## src/rtl/cdb_pkg.sv

```systemverilog
// Shared definitions for the common-data-bus transmit path: opcode encodings,
// register-index / opcode widths and the register-write opcode decode.
// Imported by cdb_broadcaster and rr_arbiter users.
package cdb_pkg;

  localparam int REG_W     = 3;  // architectural register index width
  localparam int OP_W      = 4;  // opcode = instruction bits [3:0]
  localparam int TAG_W_DEF = 3;  // default reservation-station tag width

  localparam logic [OP_W-1:0] OP_ADD = 4'b0000;
  localparam logic [OP_W-1:0] OP_SUB = 4'b0001;
  localparam logic [OP_W-1:0] OP_MUL = 4'b0100;
  localparam logic [OP_W-1:0] OP_DIV = 4'b0101;

  typedef logic [REG_W-1:0] reg_idx_t;
  typedef logic [OP_W-1:0]  opcode_t;

  // Per-result routing metadata held alongside the data in each slot.
  typedef struct packed {
    reg_idx_t dest;
    opcode_t  op;
  } cdb_meta_t;

  // Only the arithmetic ops write the register file; everything else just
  // wakes the waiting reservation stations through the tag.
  function automatic logic is_reg_write(input opcode_t op);
    return (op == OP_ADD) || (op == OP_SUB) || (op == OP_MUL) || (op == OP_DIV);
  endfunction

endpackage

```

## src/rtl/cdb_broadcaster_rr_arbiter.sv

```systemverilog
// Round-robin arbiter: picks the first set request at or after ptr_i (mod N).
// Latency: purely combinational. Backpressure: none, caller owns the pointer.
// Ports: req_i request vector, ptr_i search start, grant_o one-hot winner,
//        vld_o any grant, idx_o winner index, ptr_nxt_o pointer after this cycle.
module rr_arbiter #(
  parameter int N     = 4,
  parameter int PTR_W = (N > 1) ? $clog2(N) : 1
) (
  input  logic [N-1:0]     req_i,
  input  logic [PTR_W-1:0] ptr_i,
  output logic [N-1:0]     grant_o,
  output logic             vld_o,
  output logic [PTR_W-1:0] idx_o,
  output logic [PTR_W-1:0] ptr_nxt_o
);

  logic [PTR_W:0]   sum;
  logic [PTR_W-1:0] pos;
  logic [PTR_W:0]   nxt;
  logic             found;

  always_comb begin
    grant_o = '0;
    idx_o   = '0;
    found   = 1'b0;
    sum     = '0;
    pos     = '0;
    for (int off = 0; off < N; off++) begin
      // One extra bit so ptr+off can be folded back below N without overflow.
      sum = {1'b0, ptr_i} + (PTR_W+1)'(off);
      if (sum >= (PTR_W+1)'(N)) sum = sum - (PTR_W+1)'(N);
      pos = sum[PTR_W-1:0];
      if (!found && req_i[pos]) begin
        found        = 1'b1;
        grant_o[pos] = 1'b1;
        idx_o        = pos;
      end
    end
    vld_o = found;
  end

  always_comb begin
    nxt = {1'b0, idx_o} + (PTR_W+1)'(1);
    if (nxt == (PTR_W+1)'(N)) nxt = '0;
    ptr_nxt_o = found ? nxt[PTR_W-1:0] : ptr_i;
  end

endmodule

```

## src/rtl/cdb_broadcaster.sv

```systemverilog
// CDB transmit end: one-deep slot per FU, round-robin grant, registered beat.
// Latency: accept at edge k -> cdb_done after edge k+1 (uncontended).
// Backpressure: req_ready[i] low while slot i is full and not being granted.
// Ports: clock/reset (sync, active-high); req_* per-FU result inputs packed
//        FU i at [i*W +: W]; cdb_* broadcast beat; cdb_wen register-file write.
// Optional: CDB_STALL_COUNT_EN adds stall_cnt, saturating count of cycles in
//        which a held result waited without being granted.
module cdb_broadcaster
  import cdb_pkg::*;
#(
  parameter int N_FU   = 4,
  parameter int DATA_W = 16,
  parameter int TAG_W  = TAG_W_DEF,
  parameter int RTZ    = 1
) (
  input  logic                     clock,
  input  logic                     reset,
  input  logic [N_FU-1:0]          req_valid,
  output logic [N_FU-1:0]          req_ready,
  input  logic [N_FU*DATA_W-1:0]   req_data,
  input  logic [N_FU*TAG_W-1:0]    req_tag,
  input  logic [N_FU*REG_W-1:0]    req_dest,
  input  logic [N_FU*OP_W-1:0]     req_op,
  output logic                     cdb_done,
  output logic [DATA_W-1:0]        cdb_data,
  output logic [TAG_W-1:0]         cdb_tag,
  output logic [REG_W-1:0]         cdb_dest,
  output logic [OP_W-1:0]          cdb_op,
  output logic                     cdb_wen
`ifdef CDB_STALL_COUNT_EN
  ,
  output logic [15:0]              stall_cnt
`endif
);

  localparam int PTR_W = (N_FU > 1) ? $clog2(N_FU) : 1;

  logic [N_FU-1:0]   full_q, full_d;
  logic [PTR_W-1:0]  ptr_q, ptr_d;
  logic              idle_q, idle_d;
  logic [N_FU-1:0]   eligible, grant, accept;
  logic              win_vld;
  logic [PTR_W-1:0]  win_idx;

  logic [DATA_W-1:0] slot_data_q [N_FU];
  logic [TAG_W-1:0]  slot_tag_q  [N_FU];
  cdb_meta_t         slot_meta_q [N_FU];

  logic              done_q;
  logic [DATA_W-1:0] data_q;
  logic [TAG_W-1:0]  tag_q;
  cdb_meta_t         meta_q;

  // The idle cycle after each beat blocks every slot, which is what gives
  // edge-triggered consumers a low phase on cdb_done.
  assign eligible = full_q & {N_FU{~idle_q}};

  rr_arbiter #(.N(N_FU), .PTR_W(PTR_W)) u_arb (
    .req_i     (eligible),
    .ptr_i     (ptr_q),
    .grant_o   (grant),
    .vld_o     (win_vld),
    .idx_o     (win_idx),
    .ptr_nxt_o (ptr_d)
  );

  // A slot being drained this cycle can take a new result on the same edge.
  assign req_ready = {N_FU{~reset}} & (~full_q | grant);
  assign accept    = req_valid & req_ready;
  assign full_d    = accept | (full_q & ~grant);
  assign idle_d    = (RTZ != 0) ? win_vld : 1'b0;

  always_ff @(posedge clock) begin
    if (reset) begin
      full_q <= '0;
      ptr_q  <= '0;
      idle_q <= 1'b0;
      done_q <= 1'b0;
      data_q <= '0;
      tag_q  <= '0;
      meta_q <= '0;
    end else begin
      full_q <= full_d;
      ptr_q  <= ptr_d;
      idle_q <= idle_d;
      done_q <= win_vld;
      if (win_vld) begin
        data_q <= slot_data_q[win_idx];
        tag_q  <= slot_tag_q[win_idx];
        meta_q <= slot_meta_q[win_idx];
      end
    end
  end

  // Slot payloads need no reset: full_q alone says whether they are live.
  always_ff @(posedge clock) begin
    for (int i = 0; i < N_FU; i++) begin
      if (accept[i]) begin
        slot_data_q[i] <= req_data[i*DATA_W +: DATA_W];
        slot_tag_q[i]  <= req_tag[i*TAG_W +: TAG_W];
        slot_meta_q[i] <= '{dest: req_dest[i*REG_W +: REG_W],
                            op:   req_op[i*OP_W +: OP_W]};
      end
    end
  end

  assign cdb_done = done_q;
  assign cdb_data = data_q;
  assign cdb_tag  = tag_q;
  assign cdb_dest = meta_q.dest;
  assign cdb_op   = meta_q.op;
  // Register 0 is never written; non-arithmetic ops only wake the RS.
  assign cdb_wen  = done_q && (meta_q.dest != '0) && is_reg_write(meta_q.op);

`ifdef CDB_STALL_COUNT_EN
  logic [15:0] stall_q, stall_d;

  always_comb begin
    stall_d = stall_q;
    if (|(full_q & ~grant) && (stall_q != 16'hFFFF)) stall_d = stall_q + 16'd1;
  end

  always_ff @(posedge clock) begin
    if (reset) stall_q <= '0;
    else       stall_q <= stall_d;
  end

  assign stall_cnt = stall_q;
`endif

endmodule

```

## config.mk

```make
export PLATFORM = sky130hd
export DESIGN_NAME = cdb_broadcaster
export DESIGN_NICKNAME = d
export VERILOG_FILES = /design/src/rtl/cdb_pkg.sv /design/src/rtl/cdb_broadcaster_rr_arbiter.sv /design/src/rtl/cdb_broadcaster.sv
export SDC_FILE = /design/constraint.sdc
export NUM_CORES = 1
export LEC_CHECK = 0
export ABC_AREA = 0
export CORE_MARGIN = 5
export CORE_UTILIZATION = 30
export CTS_CLUSTER_SIZE = 12
export DETAILED_ROUTE_END_ITERATION = 10
export GPL_TIMING_DRIVEN = 0
export MAX_ROUTING_LAYER = met4
export PLACE_DENSITY_LB_ADDON = 0.25
export SYNTH_ARGS = -nofsm -noshare
export SYNTH_HDL_FRONTEND = slang
export SYNTH_SLANG_ARGS = --single-unit
```

## constraint.sdc

```tcl
create_clock -name clock -period 6.56 [get_ports clock]
set_input_delay 1.312 -clock clock [delete_from_list [all_inputs] [get_ports clock]]
set_output_delay 1.312 -clock clock [all_outputs]
set_load 0.03 [all_outputs]
```

==> results.ini, run 1 <==
[detailed_routing]
wl_um = 24600
antenna_left = 0
vias_per_cell = 5.15
drt_drc_violations_left = 0
drt_pass1_iterations = 5
vias = 5969
avgRoutedWirePerCell_um = 21.2
dr.first_iter.drc_count = 319

[critical_path]
required_ps = 5250
slowest_delay_ps = 720
cp_slowest_cell = clkdlybuf4s50_1
cp_max_fo = 10
critPathLaunchType = flip-flop
critical_path.cell_chain = buf_6 > inv_1 > ha_1 > nor3b_1 > o2111ai_1 > nand2_1 > buf_4 > buf_2 > nand2_1 > a41oi_1 > clkdlybuf4s50_1
crit_type = flip-flop to primary output
crit_path_end_kind = primary output
crit_top_cell = nand2_1
worst_ep_arrival_time_ps = 4020

[layout]
post_route_cells_drive_above_1_share_pct = 12.4
diodes = 0
final_util_pct = 39.8
nNetsFinal = 934
final_area_um2 = 9920
area_growth_pct = 31.6

[floorplanning]
fp.dieH_um = 169
io_pins = 142
start_util_pct = 30.2
core_area_um2 = 25000
fp.dieW_um = 169
die_area_um2 = 28400
rows = 58

[clock_tree]
cts_resized = 0
path_clk_slew_ps = 60
clk_latency_ps = 430
cts_num_sinks = 137
cts-htree-levels = 4
cts_made_buffers = 17
postCtsSetupRepairBufs = 0
clock_path_buffers = 2
cts_tree = done
cts-root-buf = clkbuf_16
hold_buffers = 0

[sta]
worst_pin_slew_ps = 905
fin_crit_sh_pct = 81.3
finalHoldViolCount = 0
fmaxAchievable_mhz = 187
finalSetupTns_ps = 0
fin_skew_ps = 9.77
maxSlewHeadroom_pct = 39.7
setup-violations-final = 0
setup_slack_ps = 1220
period_needed_ps = 5340
holdWs_ps = 576
rsz0062_at_grt = false
drv_slew = 0

[worst_hold_path]
hp-class = flip-flop to flip-flop

[logic_synthesis]
synthesis.nets = 774
synth_top_cells_by_area = edfxtp_1 41%, mux2i_1 14%, dfxtp_1 8.8%
syn_area_um2 = 7540
ys.flop_type = edfxtp_1
ys_ff_latch = 137
syn_inst = 656
netlist_top_cells_count = 105 x mux2i_1, 104 x edfxtp_1, 64 x nand2_1, 40 x o21ai_0, 40 x o21ai_1
synth-edff-count = 104
synth_top_area_share_pct = 41.4
synth_top_cell_by_area = edfxtp_1
async_reset_ff_share_pct = 0
yosysMostFrequentCell = mux2i_1
synth_warnings = 0
ys_seq_area_share_pct = 50.2
synthDistinctLibCells = 54
synth_area_per_cell_um2 = 11.5

[place]
portBuffers = 141
hpwl_um = 17100
globalplace.congestion = 0.813
post-place-ws_ps = 1690
dpl_cell_area_um2 = 9370

[grt]
grt_pass1_vias = 6229
grt_max_degree = 27
antenna_found_initial = 0
grt_pass1_wl_um = 36900
grt-ovfl-total = 0
grt_usage_pct = 17.5

[power]
powerDensity_nw_per_um2 = 402
p_leak_nw = 3.36
ir_worst_vdd_v = 0.000154

[run]
cap_violations = 0

[outcome]
outcome = completed

==> layout by cell type (no fill, tap or decap), types with 8 or more instances in the layout <==
master | netlist | routed
nand2_1 | 64 | 64
o21ai_1 | 40 | 40
clkbuf_16 | 0 | 17
a2bb2oi_1 | 26 | 26
dfxtp_1 | 33 | 33
ha_1 | 8 | 8
clkbuf_1 | 14 | 15
o221ai_1 | 26 | 26
o21ai_0 | 40 | 40
clkdlybuf4s50_1 | 0 | 141
a311o_1 | 26 | 26
a22oi_2 | 19 | 19
mux2i_1 | 105 | 105
buf_2 | 29 | 29
edfxtp_1 | 104 | 104
nor2_1 | 37 | 37
==> where the power goes <==
group / total (mW) / switching (mW) / leakage, nW / internal [mW]
sequential: 1.21 / 0.119 / 1.24 / 1.09
clock: 0.928 / 0.405 / 0.260 / 0.523
combinational: 1.85 / 1.05 / 1.86 / 0.800
total: 3.99 / 1.58 / 3.36 / 2.41
==> worst paths after layout <==
path | start | to | slack, ps | depth (start not counted)
max reg2reg | flip-flop | slot_tag_q[2][1] | 2580 | 11
min reg2reg | cdb_tag[1] | cdb_tag[1] | 580 | 3
max | flip-flop | req_ready[2] | 1220 | 11
min | cdb_tag[1] | cdb_tag[1] | 580 | 3
==> worst max-delay path: cells and delay by family, from the launching register on <==
family	cells	cell delay, ps
simple gates	3	490
fa+ha+maj	1	460
flops	1	540
compound gates	2	450
buf+inv	5	1670
==> sequential cells by signal, indices dropped and copies added, names as in the netlist, named ones only <==
signal	flops
slot_meta_q	28
ptr_q	1
cdb_dest	3
cdb_data	16
cdb_done	1
slot_data_q	64
slot_tag_q	12
cdb_op	4
full_q	4
cdb_tag	3
==> metrics by stage <==
| stage | cells | total power [mW] |
|---|---|---|
| finish | 1159 | 3.99 |
| global route | 1159 | 4.20 |
| CTS | 1159 | 4.02 |
| detailed placement | 1127 | 3.09 |
| global placement | 1127 | 3.07 |
| floorplan | 656 | 2.45 |
==> area by class of cell <==
cell class,instances,area [um^2]
plain buffers,56,300
clock buffers,18,429
clock inverters,14,124
fillers,2496,15000
inverters,5,18.8
multi-input cells,458,3440
flip-flops and latches,137,3780
well taps,330,413
repair buffers,141,1410
==> cells by family (layout without fill, tap and decap cells) <==
group,after synthesis,in the layout,share of synthesized area [%]
AND/OR/NAND/NOR,128,128,7.55
multiplexers,108,108,14.5
AO/OA/AOI/OAI,214,214,22.2
adder cells (fa/ha/maj),8,8,1.33
buffers and inverters,61,234,4.23
flip-flops,137,137,50.2
==> metal layers <==
layer / track usage [%] / vias up / part of all wire [%]
met5: - / - / 0
met4: 4.94 / 0 / 1.6
met3: 3.41 / 21 / 5.1
met2: 27.9 / 180 / 47
met1: 22.8 / 2889 / 46
li1: - / 2879 / -
No activity file was read; power rests on OpenSTA's default activity.
==> run 2: changes to the inputs <==
- clock period: 6.56 -> 4.7 ns (I/O delays scaled with it)
==> results.ini, run 2 (synthesized netlist as in run 1, its figures left out) <==
[critical_path]
crit_buf_inv = 4  ; -1
slowest_delay_ps = 460  ; -260 ps
crit_type = flip-flop to primary output
rr_worst_depth = 10  ; -1
crit_family = buffers and inverters
required_ps = 3760  ; -1490 ps
cp_max_fo = 19  ; +9
worst_ep_arrival_time_ps = 3390  ; -630 ps
cp_slowest_cell = ha_1
crit_top_cell = nand2_1
critPathLaunchType = flip-flop
critical_path.cell_chain = buf_6 > inv_1 > ha_1 > nor3b_1 > o2111ai_1 > nand2_1 > buf_4 > nand2_1 > a41oi_1 > dlygate4sd2_1
crit_cells = 10  ; -1
crit_path_end_kind = primary output

[outcome]
outcome = completed

[detailed_routing]
dr.first_iter.drc_count = 342  ; +7.2%
drt_pass1_iterations = 5  ; unchanged
antenna_left = 0  ; unchanged
vias_per_cell = 5.16  ; +0.19%
drt_drc_violations_left = 0  ; unchanged
vias = 5975  ; +0.10%
wl_um = 24500  ; -0.30%
avgRoutedWirePerCell_um = 21.2  ; -0.21%

[worst_hold_path]
hp-class = flip-flop to flip-flop
min_path_cells = 3  ; unchanged

[sta]
fin_crit_sh_pct = 92.2
period_needed_ps = 4330
rsz0062_at_grt = false
fin_skew_ps = 13.0  ; +3.20 ps
drv_slew = 0  ; unchanged
maxSlewHeadroom_pct = 40.3  ; +0.61 points
setup-violations-final = 0  ; unchanged
finalHoldViolCount = 0  ; unchanged
finalSetupTns_ps = 0  ; unchanged
fmaxAchievable_mhz = 231
worst_pin_slew_ps = 896  ; -9.08 ps

[floorplanning]
fp.dieH_um = 169  ; unchanged
fp.dieW_um = 169  ; unchanged
die_area_um2 = 28400  ; unchanged
rows = 58  ; unchanged
start_util_pct = 30.2  ; unchanged
core_area_um2 = 25000  ; unchanged
io_pins = 142  ; unchanged

[power]
powerDensity_nw_per_um2 = 561  ; +39%
p_switching_mw = 2.20  ; +39%
p_leak_nw = 3.36  ; +0.12%
power_frac_comb_pct = 46.4  ; about the same
seqPwrFrac_pct = 30.4  ; about the same
power.share.switching_pct = 39.5  ; about the same
p_int_mw = 3.37  ; +39%
pwr-share-clk_pct = 23.2  ; about the same
ir_worst_vdd_v = 0.000215  ; +40%

[layout]
ff_latch_area_um2 = 3780  ; about the same
area_growth_pct = 31.5  ; about the same
final_common_cell = clkdlybuf4s50_1
post_route_cells_drive_above_1_share_pct = 12.4  ; +0.015 points
diodes = 0  ; unchanged
nNetsFinal = 933  ; -0.11%
largest_register_ffs = 64  ; unchanged
nFillCells = 2497  ; +0.040%
final_util_pct = 39.7  ; about the same
regMostFlops = slot_data_q
layout_common_cells = 137 x clkdlybuf4s50_1, 105 x mux2i_1, 104 x edfxtp_1
multiInputGateArea_um2 = 3440  ; unchanged

[grt]
antenna_found_initial = 0  ; unchanged
met3_usage_pct = 3.41  ; unchanged
grt-ovfl-total = 0  ; unchanged
grt_max_degree = 27  ; unchanged
grt_usage_pct = 17.5  ; about the same
grt_pass1_vias = 6229  ; unchanged
use_met1_pct = 22.9  ; +0.029 points
grt-busiest-layer = met2
grtUsageMet2_pct = 27.9  ; -0.052 points
grt_pass1_wl_um = 36900  ; about the same

[place]
hpwl_um = 17100  ; unchanged
portBuffers = 141  ; unchanged
globalplace.congestion = 0.813  ; unchanged

[clock_tree]
cts-root-buf = clkbuf_16
clock_path_buffers = 2  ; unchanged
cts-htree-levels = 4  ; unchanged
path_clk_slew_ps = 60  ; about the same
cts_tree = done
clk_latency_ps = 430  ; about the same
cts_num_sinks = 137  ; unchanged
cts_made_buffers = 17  ; unchanged

[run]
cap_violations = 0  ; unchanged

==> run 2: cell types whose count changed in the layout (fill, tap and decap cells not counted) <==
cell and change:
buf_2 -1, clkdlybuf4s50_1 -4, dfxtp_1 -1, dfxtp_2 +1, dlygate4sd2_1 +4
==> run 2: power groups by stage <==
stage | registers [mW] | logic (mW) | clock network, mW
2_1_floorplan | 1.87 | 1.55 | 0
5_1_grt | 1.72 | 2.77 | 1.37
3_3_place_gp | 1.72 | 2.57 | 0
6_report | 1.69 | 2.58 | 1.29
3_5_place_dp | 1.72 | 2.59 | 0
4_1_cts | 1.69 | 2.59 | 1.32
==> run 2: metal layers <==
metal	vias up	wire (um)	share of wire, %
met2	189	11600	47
met4	0	404	1.6
met5	-	0	0
met1	2887	11200	46
li1	2878	-	-
met3	21	1250	5.1
==> run 2: path summary, 6_finish.rpt <==
check / startpoint / endpoint / slack, ps
setup / recovery: flip-flop / req_ready[2] / 370
hold / removal: cdb_tag[1] / cdb_tag[1] / 580
setup reg to reg: flip-flop / slot_data_q[2][1] / 1050
hold reg to reg: cdb_tag[1] / cdb_tag[1] / 580
==> run 2: area by class of cell <==
cell class / instances / area share (%)
clock buffers: 18 / 4.33
inverters: 5 / 0.189
clock inverters: 14 / 1.25
well taps: 330 / 4.16
repair buffers: 141 / 14.2
flip-flops and latches: 137 / 38.2
multi-input cells: 458 / 34.7
plain buffers: 55 / 2.98
==> run 2: repair_timing <==
action / in CTS / in global routing
setup endpoints to repair: 4 / 4
resized for setup: 4 / 1
hold buffers: 0 / 0
gates cloned: 0 / 0
setup buffers: 0 / 0
==> run 2: metrics by stage <==
| step | hold slack, ps | total power [mW] | cell area [um^2] | instances | setup WS, ps |
|---|---|---|---|---|---|
| after floorplan | 606 | 3.43 | 7540 | 656 | 829 |
| after global placement | 545 | 4.29 | 9370 | 1127 | 163 |
| after detailed placement | 563 | 4.31 | 9370 | 1127 | 203 |
| after CTS | 576 | 5.60 | 9920 | 1159 | 32.8 |
| after global routing | 636 | 5.86 | 9910 | 1158 | 105 |
| final | 576 | 5.56 | 9910 | 1158 | 366 |
==> run 2: tightest hold or removal path: cells and delay by family, from the launching register on <==
family / cells / cell delay, ps
flops: 1 / 320
simple gates: 1 / 50
compound gates: 2 / 170
